==> config.mk <==
export PLATFORM = sky130hd
export DESIGN_NAME = cfg_write_arbiter_flat
export DESIGN_NICKNAME = d
export VERILOG_FILES = /design/src/rtl/cfg_write_arbiter_pkg.sv /design/src/rtl/cfg_write_arbiter_if.sv /design/src/rtl/cfg_write_arbiter_rr_arbiter2.sv /design/src/rtl/cfg_write_arbiter.sv /design/src/flat_wrapper.sv
export SDC_FILE = /design/constraint.sdc
export NUM_CORES = 1
export LEC_CHECK = 0
export BUFFER_PORTS_ARGS = -buffer_cell sky130_fd_sc_hd__clkbuf_2
export CAP_MARGIN = 30
export CELL_PAD_IN_SITES_DETAIL_PLACEMENT = 1
export CELL_PAD_IN_SITES_GLOBAL_PLACEMENT = 2
export CORE_ASPECT_RATIO = 1.2
export CORE_MARGIN = 5
export CORE_UTILIZATION = 31
export CTS_CLUSTER_SIZE = 20
export DETAILED_ROUTE_END_ITERATION = 8
export GPL_TIMING_DRIVEN = 0
export PLACE_DENSITY_LB_ADDON = 0.1
export SETUP_SLACK_MARGIN = 0.2
export SLEW_MARGIN = 25
export SYNTH_ARGS = -nofsm -noshare
export SYNTH_HDL_FRONTEND = slang
export SYNTH_SLANG_ARGS = --single-unit
==> constraint.sdc <==
create_clock -name clk -period 2.9 [get_ports clk]
set_input_delay 0 -clock clk [delete_from_list [all_inputs] [get_ports clk]]
set_output_delay 0 -clock clk [all_outputs]
set_load 0.005 [all_outputs]
==> src/rtl/cfg_write_arbiter_pkg.sv <==
// ----------------------------------------------------------------------------
// cfg_write_arbiter_pkg
// Shared definitions for the configuration-write arbiter:
//   - state_e      : FSM state encoding (also exported on the debug state port)
//   - cfg_img_t    : 24-bit {CtrlReg1, CtrlReg2, CtrlReg3} image layout
//   - RST_CTRL_*   : control-register values loaded by reset
//   - field bit positions inside CtrlReg1 / CtrlReg3
//   - cfg_is_valid : legality check applied to a latched image
// ----------------------------------------------------------------------------
package cfg_write_arbiter_pkg;

  typedef enum logic [2:0] {
    ST_IDLE   = 3'd0,
    ST_CHECK  = 3'd1,
    ST_WAIT   = 3'd2,
    ST_COMMIT = 3'd3,
    ST_RESP   = 3'd4
  } state_e;

  localparam int CFG_W = 24;

  // Image order on the request bus: reg1 in [23:16], reg2 in [15:8], reg3 in [7:0].
  typedef struct packed {
    logic [7:0] reg1;
    logic [7:0] reg2;
    logic [7:0] reg3;
  } cfg_img_t;

  // Reset images: period 20, parity on, odd, little-endian, comparator 10/5.
  localparam logic [7:0] RST_CTRL_REG1 = 8'h60;
  localparam logic [7:0] RST_CTRL_REG2 = 8'h14;
  localparam logic [7:0] RST_CTRL_REG3 = 8'hA5;

  // CtrlReg1 fields.
  localparam int REG1_PERIOD_HI_MSB = 3;  // period[11:8]
  localparam int REG1_PERIOD_HI_LSB = 0;
  localparam int REG1_RSVD_BIT      = 4;  // must be written as 0

  // CtrlReg3 fields: upper comparator nibble must not be below the lower one.
  localparam int REG3_HI_MSB = 7;
  localparam int REG3_HI_LSB = 4;
  localparam int REG3_LO_MSB = 3;
  localparam int REG3_LO_LSB = 0;

  // Returns 1 when the image may be committed to the control-register block.
  function automatic logic cfg_is_valid(input cfg_img_t img,
                                        input logic [11:0] min_period);
    logic [11:0] period;
    logic        period_ok;
    logic        rsvd_ok;
    logic        comp_ok;
    period    = {img.reg1[REG1_PERIOD_HI_MSB:REG1_PERIOD_HI_LSB], img.reg2};
    period_ok = (period >= min_period);
    rsvd_ok   = (img.reg1[REG1_RSVD_BIT] == 1'b0);
    comp_ok   = (img.reg3[REG3_HI_MSB:REG3_HI_LSB] >= img.reg3[REG3_LO_MSB:REG3_LO_LSB]);
    return period_ok && rsvd_ok && comp_ok;
  endfunction

endpackage

==> src/rtl/cfg_write_arbiter_if.sv <==
// ----------------------------------------------------------------------------
// cfg_write_arbiter_if
// Bundles the two requester ports, the UART line-busy input, the
// control-register write port and the debug state of cfg_write_arbiter.
//
// Handshake: a requester raises *_req_i and holds it (level) together with a
// stable *_cfg_i until the arbiter returns a one-cycle *_ack_o; *_err_o is
// meaningful only in the cycle *_ack_o is high (1 = rejected or timed out).
// A request still high in the cycle after its ack is a new request. we_o is a
// one-cycle strobe; ctrl_reg*_o carry the new images in that same cycle and
// hold them until the next strobe.
//
// Signals (directions as seen by the arbiter, modport slave):
//   a_req_i/b_req_i     in   request level
//   a_cfg_i/b_cfg_i     in   24-bit {reg1, reg2, reg3} image
//   a_ack_o/b_ack_o     out  completion pulse
//   a_err_o/b_err_o     out  completion status
//   line_busy_i         in   UART frame in progress, no commit while high
//   we_o                out  control-register write strobe
//   ctrl_reg1..3_o      out  control-register images
//   cfg_pending_o       out  transaction in flight (state != IDLE)
//   state_o             out  FSM state for debug/checkers
// ----------------------------------------------------------------------------
interface cfg_write_arbiter_if;
  import cfg_write_arbiter_pkg::*;

  logic        a_req_i;
  logic [23:0] a_cfg_i;
  logic        a_ack_o;
  logic        a_err_o;
  logic        b_req_i;
  logic [23:0] b_cfg_i;
  logic        b_ack_o;
  logic        b_err_o;
  logic        line_busy_i;
  logic        we_o;
  logic [7:0]  ctrl_reg1_o;
  logic [7:0]  ctrl_reg2_o;
  logic [7:0]  ctrl_reg3_o;
  logic        cfg_pending_o;
  state_e      state_o;

  modport slave (
    input  a_req_i, a_cfg_i, b_req_i, b_cfg_i, line_busy_i,
    output a_ack_o, a_err_o, b_ack_o, b_err_o, we_o,
           ctrl_reg1_o, ctrl_reg2_o, ctrl_reg3_o, cfg_pending_o, state_o
  );

  modport master (
    output a_req_i, a_cfg_i, b_req_i, b_cfg_i, line_busy_i,
    input  a_ack_o, a_err_o, b_ack_o, b_err_o, we_o,
           ctrl_reg1_o, ctrl_reg2_o, ctrl_reg3_o, cfg_pending_o, state_o
  );

endinterface

==> src/rtl/cfg_write_arbiter_rr_arbiter2.sv <==
// ----------------------------------------------------------------------------
// rr_arbiter2
// Two-way round-robin grant. Grant is combinational from req_i and the
// registered priority pointer; the pointer moves only when update_i is high,
// to favour the requester that was NOT granted in that cycle.
//
// Ports:
//   clk, rst    clock, synchronous active-high reset (priority to req[0])
//   req_i[1:0]  request vector, bit 0 = A, bit 1 = B
//   update_i    advance the pointer past the current grant
//   grant_o[1:0] one-hot grant (or 0 when nothing is requested)
// ----------------------------------------------------------------------------
module rr_arbiter2 (
  input  logic       clk,
  input  logic       rst,
  input  logic [1:0] req_i,
  input  logic       update_i,
  output logic [1:0] grant_o
);

  logic prio_b_q;  // 1: requester B wins a tie

  always_comb begin
    grant_o = 2'b00;
    unique case (req_i)
      2'b01:   grant_o = 2'b01;
      2'b10:   grant_o = 2'b10;
      2'b11:   grant_o = prio_b_q ? 2'b10 : 2'b01;
      default: grant_o = 2'b00;
    endcase
  end

  always_ff @(posedge clk) begin
    if (rst) begin
      prio_b_q <= 1'b0;
    end else if (update_i && (grant_o != 2'b00)) begin
      // A just served -> B next on a tie, and vice versa.
      prio_b_q <= grant_o[0];
    end
  end

endmodule

==> src/rtl/cfg_write_arbiter.sv <==
// ----------------------------------------------------------------------------
// cfg_write_arbiter
// Serialises configuration writes from two requesters (A, B) into the UART
// control-register block. A granted image is latched into a shadow register,
// checked for legality, held until the UART line is idle, then written with a
// single we_o strobe. Each transaction ends with one ack (plus err) to the
// granted requester.
//
// Parameters:
//   TIMEOUT_CYCLES  max WAIT cycles with line busy before aborting (err=1)
//   MIN_PERIOD      smallest legal acquisition period {reg1[3:0], reg2}
//
// Ports:
//   clk   system clock, rising edge
//   rst   synchronous active-high reset
//   bus   cfg_write_arbiter_if.slave (requesters, line busy, register port,
//         pending flag, debug state)
//
// Timing with the line idle: IDLE(req seen) -> CHECK -> WAIT -> COMMIT(we_o)
// -> RESP(ack), i.e. we_o three cycles and ack four cycles after the IDLE
// cycle that sampled the request. Rejected images go CHECK -> RESP.
// ----------------------------------------------------------------------------
module cfg_write_arbiter
  import cfg_write_arbiter_pkg::*;
#(
  parameter logic [15:0] TIMEOUT_CYCLES = 16'd1023,
  parameter logic [11:0] MIN_PERIOD     = 12'd4
) (
  input  logic              clk,
  input  logic              rst,
  cfg_write_arbiter_if.slave bus
);

  state_e      state_q;
  cfg_img_t    shadow_q;
  logic        gnt_b_q;     // requester owning the current transaction
  logic [15:0] wait_cnt_q;
  logic [15:0] wait_cnt_d;
  logic        we_q;
  logic        a_ack_q, b_ack_q;
  logic        a_err_q, b_err_q;
  logic [7:0]  reg1_q, reg2_q, reg3_q;

  logic [1:0]  arb_req;
  logic [1:0]  arb_grant;
  logic        arb_update;

  // In IDLE the arbiter sees the live requests. Afterwards it sees only the
  // owner, so the pointer update in RESP is correct even if the owner has
  // already dropped its request.
  assign arb_req    = (state_q == ST_IDLE) ? {bus.b_req_i, bus.a_req_i}
                                           : (gnt_b_q ? 2'b10 : 2'b01);
  assign arb_update = (state_q == ST_RESP);

  rr_arbiter2 u_rr (
    .clk      (clk),
    .rst      (rst),
    .req_i    (arb_req),
    .update_i (arb_update),
    .grant_o  (arb_grant)
  );

  assign wait_cnt_d = wait_cnt_q + 16'd1;

  always_ff @(posedge clk) begin
    if (rst) begin
      state_q    <= ST_IDLE;
      shadow_q   <= '0;
      gnt_b_q    <= 1'b0;
      wait_cnt_q <= '0;
      we_q       <= 1'b0;
      a_ack_q    <= 1'b0;
      b_ack_q    <= 1'b0;
      a_err_q    <= 1'b0;
      b_err_q    <= 1'b0;
      reg1_q     <= RST_CTRL_REG1;
      reg2_q     <= RST_CTRL_REG2;
      reg3_q     <= RST_CTRL_REG3;
    end else begin
      // Strobes are single-cycle by default.
      we_q    <= 1'b0;
      a_ack_q <= 1'b0;
      b_ack_q <= 1'b0;
      a_err_q <= 1'b0;
      b_err_q <= 1'b0;

      unique case (state_q)
        ST_IDLE: begin
          if (arb_grant != 2'b00) begin
            gnt_b_q    <= arb_grant[1];
            shadow_q   <= arb_grant[1] ? cfg_img_t'(bus.b_cfg_i)
                                       : cfg_img_t'(bus.a_cfg_i);
            wait_cnt_q <= '0;
            state_q    <= ST_CHECK;
          end
        end

        ST_CHECK: begin
          if (cfg_is_valid(shadow_q, MIN_PERIOD)) begin
            state_q <= ST_WAIT;
          end else begin
            state_q <= ST_RESP;
            a_ack_q <= ~gnt_b_q;
            b_ack_q <= gnt_b_q;
            a_err_q <= ~gnt_b_q;
            b_err_q <= gnt_b_q;
          end
        end

        ST_WAIT: begin
          if (!bus.line_busy_i) begin
            // Registers and strobe change together so the block sees the
            // new images in the we_o cycle.
            state_q <= ST_COMMIT;
            we_q    <= 1'b1;
            reg1_q  <= shadow_q.reg1;
            reg2_q  <= shadow_q.reg2;
            reg3_q  <= shadow_q.reg3;
          end else if (wait_cnt_d == TIMEOUT_CYCLES) begin
            // This was the TIMEOUT_CYCLES-th busy WAIT cycle: give up.
            state_q <= ST_RESP;
            a_ack_q <= ~gnt_b_q;
            b_ack_q <= gnt_b_q;
            a_err_q <= ~gnt_b_q;
            b_err_q <= gnt_b_q;
          end else begin
            wait_cnt_q <= wait_cnt_d;
          end
        end

        ST_COMMIT: begin
          state_q <= ST_RESP;
          a_ack_q <= ~gnt_b_q;
          b_ack_q <= gnt_b_q;
        end

        ST_RESP: begin
          // ack is on the outputs this cycle; pointer advances via arb_update.
          state_q <= ST_IDLE;
        end

        default: begin
          state_q <= ST_IDLE;
        end
      endcase
    end
  end

  assign bus.we_o          = we_q;
  assign bus.a_ack_o       = a_ack_q;
  assign bus.b_ack_o       = b_ack_q;
  assign bus.a_err_o       = a_err_q;
  assign bus.b_err_o       = b_err_q;
  assign bus.ctrl_reg1_o   = reg1_q;
  assign bus.ctrl_reg2_o   = reg2_q;
  assign bus.ctrl_reg3_o   = reg3_q;
  assign bus.cfg_pending_o = (state_q != ST_IDLE);
  assign bus.state_o       = state_q;

endmodule

==> src/flat_wrapper.sv <==
// flat-port wrapper written by rule: the top's interface ports become plain ports
module cfg_write_arbiter_flat import cfg_write_arbiter_pkg::*;
#(
  parameter logic [15:0] TIMEOUT_CYCLES = 16'd1023,
  parameter logic [11:0] MIN_PERIOD     = 12'd4
)
  (clk, rst, bus_a_req_i, bus_a_cfg_i, bus_b_req_i, bus_b_cfg_i, bus_line_busy_i, bus_a_ack_o, bus_a_err_o, bus_b_ack_o, bus_b_err_o, bus_we_o, bus_ctrl_reg1_o, bus_ctrl_reg2_o, bus_ctrl_reg3_o, bus_cfg_pending_o, bus_state_o);
  cfg_write_arbiter_if bus_i ();
  input  logic clk;
  input  logic rst;
  input wire logic [$bits(bus_i.a_req_i)-1:0] bus_a_req_i;
  input wire logic [$bits(bus_i.a_cfg_i)-1:0] bus_a_cfg_i;
  input wire logic [$bits(bus_i.b_req_i)-1:0] bus_b_req_i;
  input wire logic [$bits(bus_i.b_cfg_i)-1:0] bus_b_cfg_i;
  input wire logic [$bits(bus_i.line_busy_i)-1:0] bus_line_busy_i;
  output wire logic [$bits(bus_i.a_ack_o)-1:0] bus_a_ack_o;
  output wire logic [$bits(bus_i.a_err_o)-1:0] bus_a_err_o;
  output wire logic [$bits(bus_i.b_ack_o)-1:0] bus_b_ack_o;
  output wire logic [$bits(bus_i.b_err_o)-1:0] bus_b_err_o;
  output wire logic [$bits(bus_i.we_o)-1:0] bus_we_o;
  output wire logic [$bits(bus_i.ctrl_reg1_o)-1:0] bus_ctrl_reg1_o;
  output wire logic [$bits(bus_i.ctrl_reg2_o)-1:0] bus_ctrl_reg2_o;
  output wire logic [$bits(bus_i.ctrl_reg3_o)-1:0] bus_ctrl_reg3_o;
  output wire logic [$bits(bus_i.cfg_pending_o)-1:0] bus_cfg_pending_o;
  output wire logic [$bits(bus_i.state_o)-1:0] bus_state_o;
  assign bus_i.a_req_i = bus_a_req_i;
  assign bus_i.a_cfg_i = bus_a_cfg_i;
  assign bus_i.b_req_i = bus_b_req_i;
  assign bus_i.b_cfg_i = bus_b_cfg_i;
  assign bus_i.line_busy_i = bus_line_busy_i;
  assign bus_a_ack_o = bus_i.a_ack_o;
  assign bus_a_err_o = bus_i.a_err_o;
  assign bus_b_ack_o = bus_i.b_ack_o;
  assign bus_b_err_o = bus_i.b_err_o;
  assign bus_we_o = bus_i.we_o;
  assign bus_ctrl_reg1_o = bus_i.ctrl_reg1_o;
  assign bus_ctrl_reg2_o = bus_i.ctrl_reg2_o;
  assign bus_ctrl_reg3_o = bus_i.ctrl_reg3_o;
  assign bus_cfg_pending_o = bus_i.cfg_pending_o;
  assign bus_state_o = bus_i.state_o;
  cfg_write_arbiter #(.TIMEOUT_CYCLES(TIMEOUT_CYCLES), .MIN_PERIOD(MIN_PERIOD)) u_core (.clk(clk), .rst(rst), .bus(bus_i));
endmodule
==> metrics.md, run 1 <==
| Metric | Value |
|---|---|
| Outcome | finished with violations |
| Failing checks | negative hold slack |
| CP arrival | 2.82 ns |
| Netlist cell types | 47 |
| Root buf cell | clkbuf_16 |
| CTS Buf Count | 9 |
| Clk slew on worst S/H paths | 0.06 ns |
| Global-route wire length before repair | 18,000 um |
| Worst Clk Skew | 0.00653 ns |
| DIE WIDTH | 107 um |
| Final number of hold-violating endpoints | 1 |
| DR vias | 3,409 |
| Critical path capture point type | flip-flop |
| Wire length per cell | 17.0 um |
| Max FO, Critical Path | 10 |
| Die area | 13,500 um2 |
| Pin count of the biggest net entering global routing | 12 |
| PnR Total Power | 3.11 mW |
| Peak VDD IR | 0.250 mV |
| Worst path top cell family by delay | compound AO/OA/AOI/OAI gates |
| Final Cycle Share | 88.3% |
| Number of top-level pins | 86 |
| Leakage power | 1.94 nW |
| N_diodes | 0 |
| Nets | 586 |
| HPWL Detailed | 8320 um |
| Share of the synthesized area in the top cell type | 42.4% |
| Pwr/cell area | 689 nW/um2 |
| Commonest cells post-synth | dfxtp_1, nand2_1, nor2_1, a211oi_1, a21oi_1 |
| Slew Limit Headroom | 52.1% |
| Core box area | 11,000 um2 |
| Share of post-route cells with drive strength above 1 | 21.8% |
| Fin crit period | 2.56 ns |
| Final setup violation count | 0 |
| Worst-Skew Late Latency | 0.33 ns |
| Total clock sinks | 74 |
| Top post-synthesis cells by area | dfxtp_1, nand2_1, mux2i_1, a211oi_1, nor2_1 |
| Slowest cell on the critical path | a2111o_1 |
| Grt ovf | 0 |
| Fmax | 391 MHz |
| Register bit total from synthesis | 74 |
| Area growth from synthesis to final layout | 29.2% |
| Fill cell count | 1,375 |
| Seq/Total Area, Yosys | 42.4% |
| Buf/Inv on CP | 2 |
| Synth async-reset ratio | 0% |
| Initial core utilization | 31.7% |
| Initial antenna violation count | 0 |
| Via/cell ratio | 5.14 |
| Largest area contributor in the netlist | dfxtp_1 |
| HP Class | primary input to flip-flop |
| Row Count | 42 |
| Syn. warnings | 0 |
| H-tree levels | 3 |
| Gate Count Post-Synth | 422 |
| Post-synth EDFFs | 0 |
| Crit path largest cell delay | 0.44 ns |
| Hold Startpoint | bus_a_cfg_i[10] |
| Synthesized Nets | 481 |
| DR iter-0 viols | 94 |
| Setup tns final | 0 ns |
| Placer Congestion | 0.792 |
| WS Path Type | flip-flop to flip-flop |
| Port Buffer Count | 84 |
| Drt pass-1 iters | 4 |
| Cell with the most instances on the worst path | buf_6 |
| Antenna-violating nets left | 0 |
| Worst path required time | 3.16 ns |
| Worst-path cell chain | ha_2, nand3_1, nor4_1, o211ai_1, a2111o_1, buf_6, a211o_1, buf_6, a31oi_1 |
| Most frequent cell after synthesis | dfxtp_1 |
| Main synth FF type | dfxtp_1 |
| Die Ht | 126 um |
| Critical path startpoint | u_core.wait_cnt_q[1]$_SDFFE_PP0P_ |
| RSZ-0062 raised after global routing | false |
| Hold WS | -0.00230 ns |
| Crit start category | flip-flop |
| Drt drc | 0 |
| Worst R2R Start | u_core.wait_cnt_q[1]$_SDFFE_PP0P_ |
| Clk buf depth | 2 |
| Overall routing resource usage | 16.9% |
| Worst Tran Pin Value | 0.716 ns |
| Setup Fix Bufs, Post-CTS | 0 |
| Final slew viol count | 0 |
| Multi-input gate area | 1850 um2 |
| Max-cap viol count | 0 |
| Syn_area_per_cell | 8.28 um2 |
| Netlist Area Pre-Place | 3500 um2 |
| Routed WL | 11,300 um |
| Vias in the first global route | 3,537 |
| FF/Latch Area | 1480 um2 |
| CTS tree | yes |
## final timing paths
| check | cells past startpoint | to | slack [ns] |
|---|---|---|---|
| setup / recovery | 9 | u_core.wait_cnt_q[9]$_SDFFE_PP0P_ | 0.34 |
| hold / removal | 3 | u_core.shadow_q[10]$_SDFFE_PP0P_ | -0.002 |
| setup reg to reg | 9 | u_core.wait_cnt_q[9]$_SDFFE_PP0P_ | 0.34 |
| hold reg to reg | 2 | u_core.bus.ctrl_reg1_o[7]$_SDFFE_PP0P_ | 0.45 |
## logic make-up after synthesis
group	Yosys count	synth area share (%)
compound gates	105	19.8
fa+ha+maj	6	2.15
mux	25	7.19
buf+inv	40	4.87
flops	74	42.4
simple gates	172	23.6
## per-layer routing
| metal | vias to the layer above | part of all wire, % | track usage, % |
|---|---|---|---|
| met5 | - | 0 | 0 |
| li1 | 1734 | - | - |
| met4 | 0 | 1.8 | 6.70 |
| met1 | 1596 | 45 | 20.7 |
| met3 | 13 | 3.2 | 2.69 |
| met2 | 66 | 50 | 29.5 |
## stage by stage
stage               setup WS [ns]  std cells  instance area [um2]  utilization [%]  hold WS [ns]
floorplan                   0.505        422                 3500                -         0.217
global route                0.201        663                 4520             40.9        0.0119
detailed placement          0.172        638                 4080             37.0         0.342
CTS                         0.203        663                 4510             40.8     0.0000838
finish                      0.339        663                 4520             40.9      -0.00230
global placement            0.183        638                 4080             37.0         0.329
## flip-flops by register name (all words and copies together), names as in the netlist, 3 cells and up
name,count
u_core.shadow_q,24
u_core.bus.ctrl_reg2_o,8
u_core.bus.state_o,3
u_core.bus.ctrl_reg1_o,8
u_core.bus.ctrl_reg3_o,8
u_core.wait_cnt_q,16
## worst min-delay path, delay by kind of cell
kind | cells | cell delay [ns]
multiplexers | 1 | 0.12
buffers and inverters | 1 | 0.08
AO/OA/AOI/OAI | 1 | 0.08
## final cells by class
class / instances / share of cell area, %
Tap cell: 132 / 3.66
Multi-Input combinational cell: 308 / 41.0
Clock inverter: 2 / 1.33
Inverter: 11 / 0.914
Clock buffer: 13 / 5.76
Timing Repair Buffer: 94 / 11.5
Buffer: 29 / 2.94
Sequential cell: 74 / 32.9
## repair_timing
action,4_1_cts,5_1_grt
hold buffers,10,0
endpoints found under the setup margin,21,30
gates resized for setup,2,8
hold endpoints to repair,8,0
## placed cells by master, fill, tap and decap left out, types with 11 or more instances in the layout
cell type  netlist  final
clkbuf_2         0     87
dfxtp_1         74     72
nand2_1         65     65
nor2_1          45     44
a211oi_1        28     28
a21oi_1         26     25
mux2i_1         24     24
clkbuf_1        22     21
a31oi_1         19     19
nand3_1         14     14
inv_1           11     11
## where the power goes
| part | total [mW] | switching, mW | internal (mW) | leakage (nW) |
|---|---|---|---|---|
| Sequential | 1.22 | 0.0881 | 1.13 | 0.605 |
| Combinational | 0.678 | 0.408 | 0.269 | 1.18 |
| Clock | 1.22 | 0.420 | 0.797 | 0.156 |
| Total | 3.11 | 0.917 | 2.19 | 1.94 |
(Power assumes the default switching activity.)
==> run 2, diff against run 1 <==
Settings changed: BUFFER_PORTS_ARGS -buffer_cell sky130_fd_sc_hd__clkbuf_2 to not set, CORE_UTILIZATION 31 to 35, DONT_BUFFER_PORTS set to 1.
==> metrics.md, run 2 (synthesized netlist as in run 1, its figures left out) <==
| Metric | Value |
|---|---|
| Outcome | finished with violations |
| Failing checks | negative hold slack |
| Sequential power share | 38.8% |
| Via/cell ratio | 5.51 |
| Net Switching | 0.942 mW |
| Final instance area | 4540 um2 |
| Met2 WL | 6510 um |
| Routed WL | 12,000 um |
| Worst Tran Pin Value | 0.802 ns |
| Setup tns final | 0 ns |
| Pwr/cell area | 697 nW/um2 |
| Worst path top cell family by delay | buffers and inverters |
| Initial core utilization | 35.3% |
| Worst-Skew Late Latency | 0.33 ns |
| Worst R2R Start | u_core.wait_cnt_q[3]$_SDFFE_PP0P_ |
| Max FO, Critical Path | 10 |
| PnR Total Power | 3.16 mW |
| Port Buffer Count | 0 |
| Grt ovf | 0 |
| Clk buf depth | 2 |
| Hold Startpoint | bus_a_req_i |
| Sw Ratio | 29.8% |
| H-tree levels | 3 |
| Max-cap viol count | 0 |
| Fin crit period | 2.54 ns |
| Crit path to | u_core.wait_cnt_q[14]$_SDFFE_PP0P_ |
| Final slew viol count | 0 |
| Die area | 12,100 um2 |
| Post-Route M1 WL | 4910 um |
| Leakage power | 1.77 nW |
| Pin count of the biggest net entering global routing | 13 |
| Peak VDD IR | 0.345 mV |
| Initial antenna violation count | 0 |
| Final setup violation count | 0 |
| Crit path largest cell delay | 0.48 ns |
| Vias in the first global route | 3,653 |
| Fmax | 394 MHz |
| Commonest cells after routing, fill and taps aside | dfxtp_1, nand2_1, dlygate4sd3_1 |
| Slew Limit Headroom | 46.3% |
| Top layer reached by signal wires | met4 |
| CTS Buf Count | 9 |
| DR vias | 3,392 |
| RSZ-0062 raised after global routing | false |
| Power Internal | 2.22 mW |
| Root buf cell | clkbuf_16 |
| Antenna-violating nets left | 0 |
| CTS tree | yes |
| Number of top-level pins | 86 |
| Worst-path cell chain | buf_2, nand4_4, or3_1, o22ai_1, a2111o_1, buf_6, buf_1, a31oi_1, a31oi_1 |
| Comb pwr share | 21.5% |
| Crit start category | flip-flop |
| Share of post-route cells with drive strength above 1 | 7.35% |
| Placer Congestion | 0.752 |
| CP arrival | 2.79 ns |
| Global-route wire length before repair | 19,000 um |
| Final number of hold-violating endpoints | 1 |
| Top flop regs | u_core.shadow_q x24, u_core.wait_cnt_q x16 |
| DIE WIDTH | 101 um |
| Core box area | 9910 um2 |
| HPWL Detailed | 8230 um |
| Final Cycle Share | 87.6% |
| DR iter-0 viols | 70 |
| Setup slack, reg-to-reg | 0.36 ns |
| Nets | 544 |
| Wire length per cell | 19.5 um |
| Reg2reg end | u_core.wait_cnt_q[14]$_SDFFE_PP0P_ |
| R2R depth | 9 |
| WP depth | 9 |
| Worst Clk Skew | 0.00502 ns |
| N_diodes | 0 |
| Buf/Inv on CP | 3 |
| Drt pass-1 iters | 4 |
| Commonest non-fill, non-tap cell in the layout | dfxtp_1 |
| WS Path Type | flip-flop to flip-flop |
| Row Count | 40 |
| Area growth from synthesis to final layout | 29.8% |
| WL met3 | 405 um |
| Placed cell area | 3650 um2 |
| Fill cell count | 1,153 |
| Clock power share | 39.7% |
| Worst path required time | 3.15 ns |
| Max reg flops | 24 |
| Drt drc | 0 |
| Overall routing resource usage | 20.1% |
| Most flops, register | u_core.shadow_q |
| Die Ht | 119 um |
| Clk slew on worst S/H paths | 0.06 ns |
| Total clock sinks | 74 |
| Hold WS | -0.0107 ns |
| Cell with the most instances on the worst path | a31oi_1 |
| Critical path startpoint | u_core.wait_cnt_q[3]$_SDFFE_PP0P_ |
| HP Class | primary input to flip-flop |
| Slowest cell on the critical path | buf_1 |
| Critical path capture point type | flip-flop |
| Setup Fix Bufs, Post-CTS | 0 |
==> run 2: changes by cell type in the layout (fill, tap and decap cells not counted), sizes merged <==
cell         previous run  this run
buf                     7         8
clkbuf                119        33
clkinv                  0         1
clkinvlp                0         1
dlygate4sd3            10        52
==> run 2: worst min-delay path by stage <==
stage,endpoint,slack (ns),cells after the start
floorplan,u_core.bus.ctrl_reg1_o[1]$_SDFFE_PP0P_,0.22,3
global placement,u_core.gnt_b_q$_SDFFE_PP0P_,0.24,3
detailed placement,u_core.gnt_b_q$_SDFFE_PP0P_,0.24,3
CTS,u_core.bus.state_o[0]$_SDFFE_PP0P_,0.001,2
global route,u_core.bus.state_o[0]$_SDFFE_PP0P_,0.02,2
finish,u_core.bus.state_o[0]$_SDFFE_PP0P_,-0.01,2
==> run 2: layout make-up <==
class,instances,area [um2],share of cell area (%)
Inverter,11,41.3,0.910
Buffer,29,134,2.95
Timing Repair Buffer,52,520,11.5
Sequential cell,74,1480,32.7
Tap cell,126,158,3.47
Clock buffer,12,267,5.87
Clock inverter,4,72.6,1.60
Multi-Input combinational cell,308,1860,41.0
==> run 2: per-layer routing <==
metal | track usage (%) | vias to the layer above
met4 | 7.32 | 0
met5 | 0 | -
met1 | 22.3 | 1658
met2 | 37.3 | 63
met3 | 3.28 | 17
li1 | - | 1654
==> run 2: per-stage QoR <==
| stage | util, % | setup WS (ns) | cells | hold WS [ns] |
|---|---|---|---|---|
| floorplan | - | 0.505 | 422 | 0.217 |
| global placement | 36.9 | 0.174 | 548 | 0.236 |
| detailed placement | 36.9 | 0.0942 | 548 | 0.242 |
| CTS | 45.4 | 0.218 | 614 | 0.00150 |
| global route | 45.8 | 0.233 | 616 | 0.0179 |
| finish | 45.8 | 0.361 | 616 | -0.0107 |
==> run 2: power by group through the flow <==
| stage | combinational, mW | sequential [mW] | clock [mW] |
|---|---|---|---|
| after floorplan | 0.444 | 1.21 | 0 |
| after global placement | 0.594 | 1.24 | 0 |
| after detailed placement | 0.612 | 1.25 | 0 |
| after CTS | 0.675 | 1.23 | 1.28 |
| after global routing | 0.749 | 1.24 | 1.33 |
| final | 0.680 | 1.23 | 1.26 |
==> run 2: timing repair <==
action,4_1_cts,5_1_grt
setup endpoints to repair,26,33
gates resized for setup,4,10
hold endpoints to repair,31,1
hold buffers,50,2
==> run 3, diff against run 2 <==
Clock period 2.9 ns to 2.5 ns, I/O delays scaled along.
==> metrics.md, run 3 (synthesized netlist as in run 1, its figures left out) <==
| Metric | Value |
|---|---|
| Hold-critical path endpoint | u_core.bus.state_o[0]$_SDFFE_PP0P_ |
| Core box area | 9910 um2 |
| Final number of hold-violating endpoints | 0 |
| Total clock sinks | 74 |
| Setup tns final | 0 ns |
| Worst Clk Skew | 0.00643 ns |
| DR iter-0 viols | 96 |
| Max FO, Critical Path | 7 |
| Area growth from synthesis to final layout | 40.0% |
| Drt pass-1 iters | 4 |
| RSZ-0062 raised after global routing | true |
| Pwr/cell area | 749 nW/um2 |
| Leakage power | 1.93 nW |
| Wire length per cell | 19.4 um |
| Initial core utilization | 35.3% |
| Final setup violation count | 0 |
| Row Count | 40 |
| Final slew viol count | 0 |
| Worst path required time | 2.76 ns |
| Crit path largest cell delay | 0.41 ns |
| Share of post-route cells with drive strength above 1 | 17.6% |
| Pin count of the biggest net entering global routing | 14 |
| Root buf cell | clkbuf_16 |
| Max reg flops | 24 |
| Drt drc | 0 |
| Worst-Skew Late Latency | 0.34 ns |
| N_diodes | 0 |
| Outcome | finished, final reports clean |
| Most flops, register | u_core.shadow_q |
| Fmax | 421 MHz |
| Max-cap viol count | 0 |
| Setup slack, reg-to-reg | 0.13 ns |
| CTS Buf Count | 9 |
| Top flop regs | u_core.shadow_q x24, u_core.wait_cnt_q x16 |
| Routed WL | 12,300 um |
| Vias in the first global route | 3,696 |
| Fin crit period | 2.37 ns |
| CP arrival | 2.63 ns |
| Port Buffer Count | 0 |
| Clk buf depth | 2 |
| H-tree levels | 3 |
| Post-layout util | 49.4% |
| Via/cell ratio | 5.45 |
| Global-route wire length before repair | 19,000 um |
| WS Path Type | flip-flop to flip-flop |
| Initial antenna violation count | 0 |
| Worst R2R Start | u_core.wait_cnt_q[10]$_SDFFE_PP0P_ |
| Commonest non-fill, non-tap cell in the layout | nand2_1 |
| Reg2reg end | u_core.wait_cnt_q[12]$_SDFFE_PP0P_ |
| Fill cell count | 1,131 |
| Grt ovf | 0 |
| Hold Path Depth | 2 |
| Crit start category | flip-flop |
| Critical path capture point type | flip-flop |
| Final Cycle Share | 94.9% |
| Nets | 564 |
| HPWL Detailed | 8080 um |
| DR vias | 3,467 |
| Die Ht | 119 um |
| Clk slew on worst S/H paths | 0.06 ns |
| Commonest cells after routing, fill and taps aside | nand2_1, dfxtp_1, dlygate4sd3_1 |
| Slew Limit Headroom | 57.3% |
| HP Class | primary input to flip-flop |
| Hold Startpoint | bus_a_req_i |
| Hold WS | 0.00246 ns |
| Peak VDD IR | 0.394 mV |
| CTS tree | yes |
| Worst-path cell chain | buf_8, nand4_1, buf_4, nor4_2, or4_1, a2111o_1, buf_6, a211o_4, buf_6, a31oi_1 |
| Number of top-level pins | 86 |
| PnR Total Power | 3.67 mW |
| Overall routing resource usage | 20.3% |
| R2R depth | 10 |
| Worst Tran Pin Value | 0.635 ns |
| Antenna-violating nets left | 0 |
| Cell with the most instances on the worst path | buf_6 |
| Slowest cell on the critical path | or4_1 |
| DIE WIDTH | 101 um |
| Placer Congestion | 0.769 |
| Die area | 12,100 um2 |
run 3: cell count changes in the layout (fill, tap and decap cells not counted), sizes merged:
cell / delta
clkbuf: -5
clkinvlp: +1
buf: +22
clkinv: +2
run 3: worst max-delay path, delay by kind of cell (launching register included):
family,cells,cell delay (ns)
buffers and inverters,4,0.54
AND/OR/NAND/NOR,3,0.55
AO/OA/AOI/OAI,3,0.90
flip-flops,1,0.32
run 3: layout make-up:
cell class	count	area, um2	area share [%]
well taps	126	158	3.22
repair buffers	72	676	13.8
clock inverters	7	93.8	1.92
flip-flops and latches	74	1500	30.7
inverters	11	41.3	0.844
multi-input cells	308	2020	41.3
plain buffers	29	178	3.63
clock buffers	9	225	4.60
run 3: how the worst max path moves through the flow:
stage	cells past startpoint	to	slack, ns	from
floorplan	8	u_core.bus.state_o[2]$_SDFFE_PP0P_	0.22	u_core.wait_cnt_q[1]$_SDFFE_PP0P_
global placement	7	u_core.shadow_q[12]$_SDFFE_PP0P_	-0.24	u_core.bus.state_o[2]$_SDFFE_PP0P_
detailed placement	7	u_core.shadow_q[7]$_SDFFE_PP0P_	-0.25	u_core.bus.state_o[2]$_SDFFE_PP0P_
CTS	9	u_core.wait_cnt_q[11]$_SDFFE_PP0P_	0.14	u_core.wait_cnt_q[3]$_SDFFE_PP0P_
global route	9	u_core.wait_cnt_q[12]$_SDFFE_PP0P_	0.05	u_core.wait_cnt_q[1]$_SDFFE_PP0P_
finish	10	u_core.wait_cnt_q[12]$_SDFFE_PP0P_	0.13	u_core.wait_cnt_q[10]$_SDFFE_PP0P_
run 3: stage by stage:
step	setup slack (ns)	instances	area, um2
6_report	0.126	636	4890
5_1_grt	0.0515	636	4890
4_1_cts	0.140	628	4750
3_5_place_dp	-0.246	548	3660
3_3_place_gp	-0.243	548	3660
2_1_floorplan	0.216	422	3500
run 3: per-layer routing:
metal	routed length (um)	up-vias	GRT usage (%)
li1	-	1698	-
met1	4870	1671	22.4
met2	6650	76	37.1
met3	509	22	4.10
met4	281	0	8.15
met5	0	-	0
run 3: timing repair:
action / CTS / global route
gates resized for setup: 42 / 29
cloned: 1 / 1
hold buffers: 52 / 0
endpoints found under the setup margin: 45 / 57
hold endpoints to repair: 34 / 0
pin swaps: 9 / 12
setup buffers: 11 / 7
run 3: power breakdown:
part           total, mW  leakage [nW]  internal [mW]  switching (mW)
logic              0.845          1.17          0.348           0.497
registers           1.42         0.610           1.31           0.115
clock network       1.40         0.151          0.872           0.530
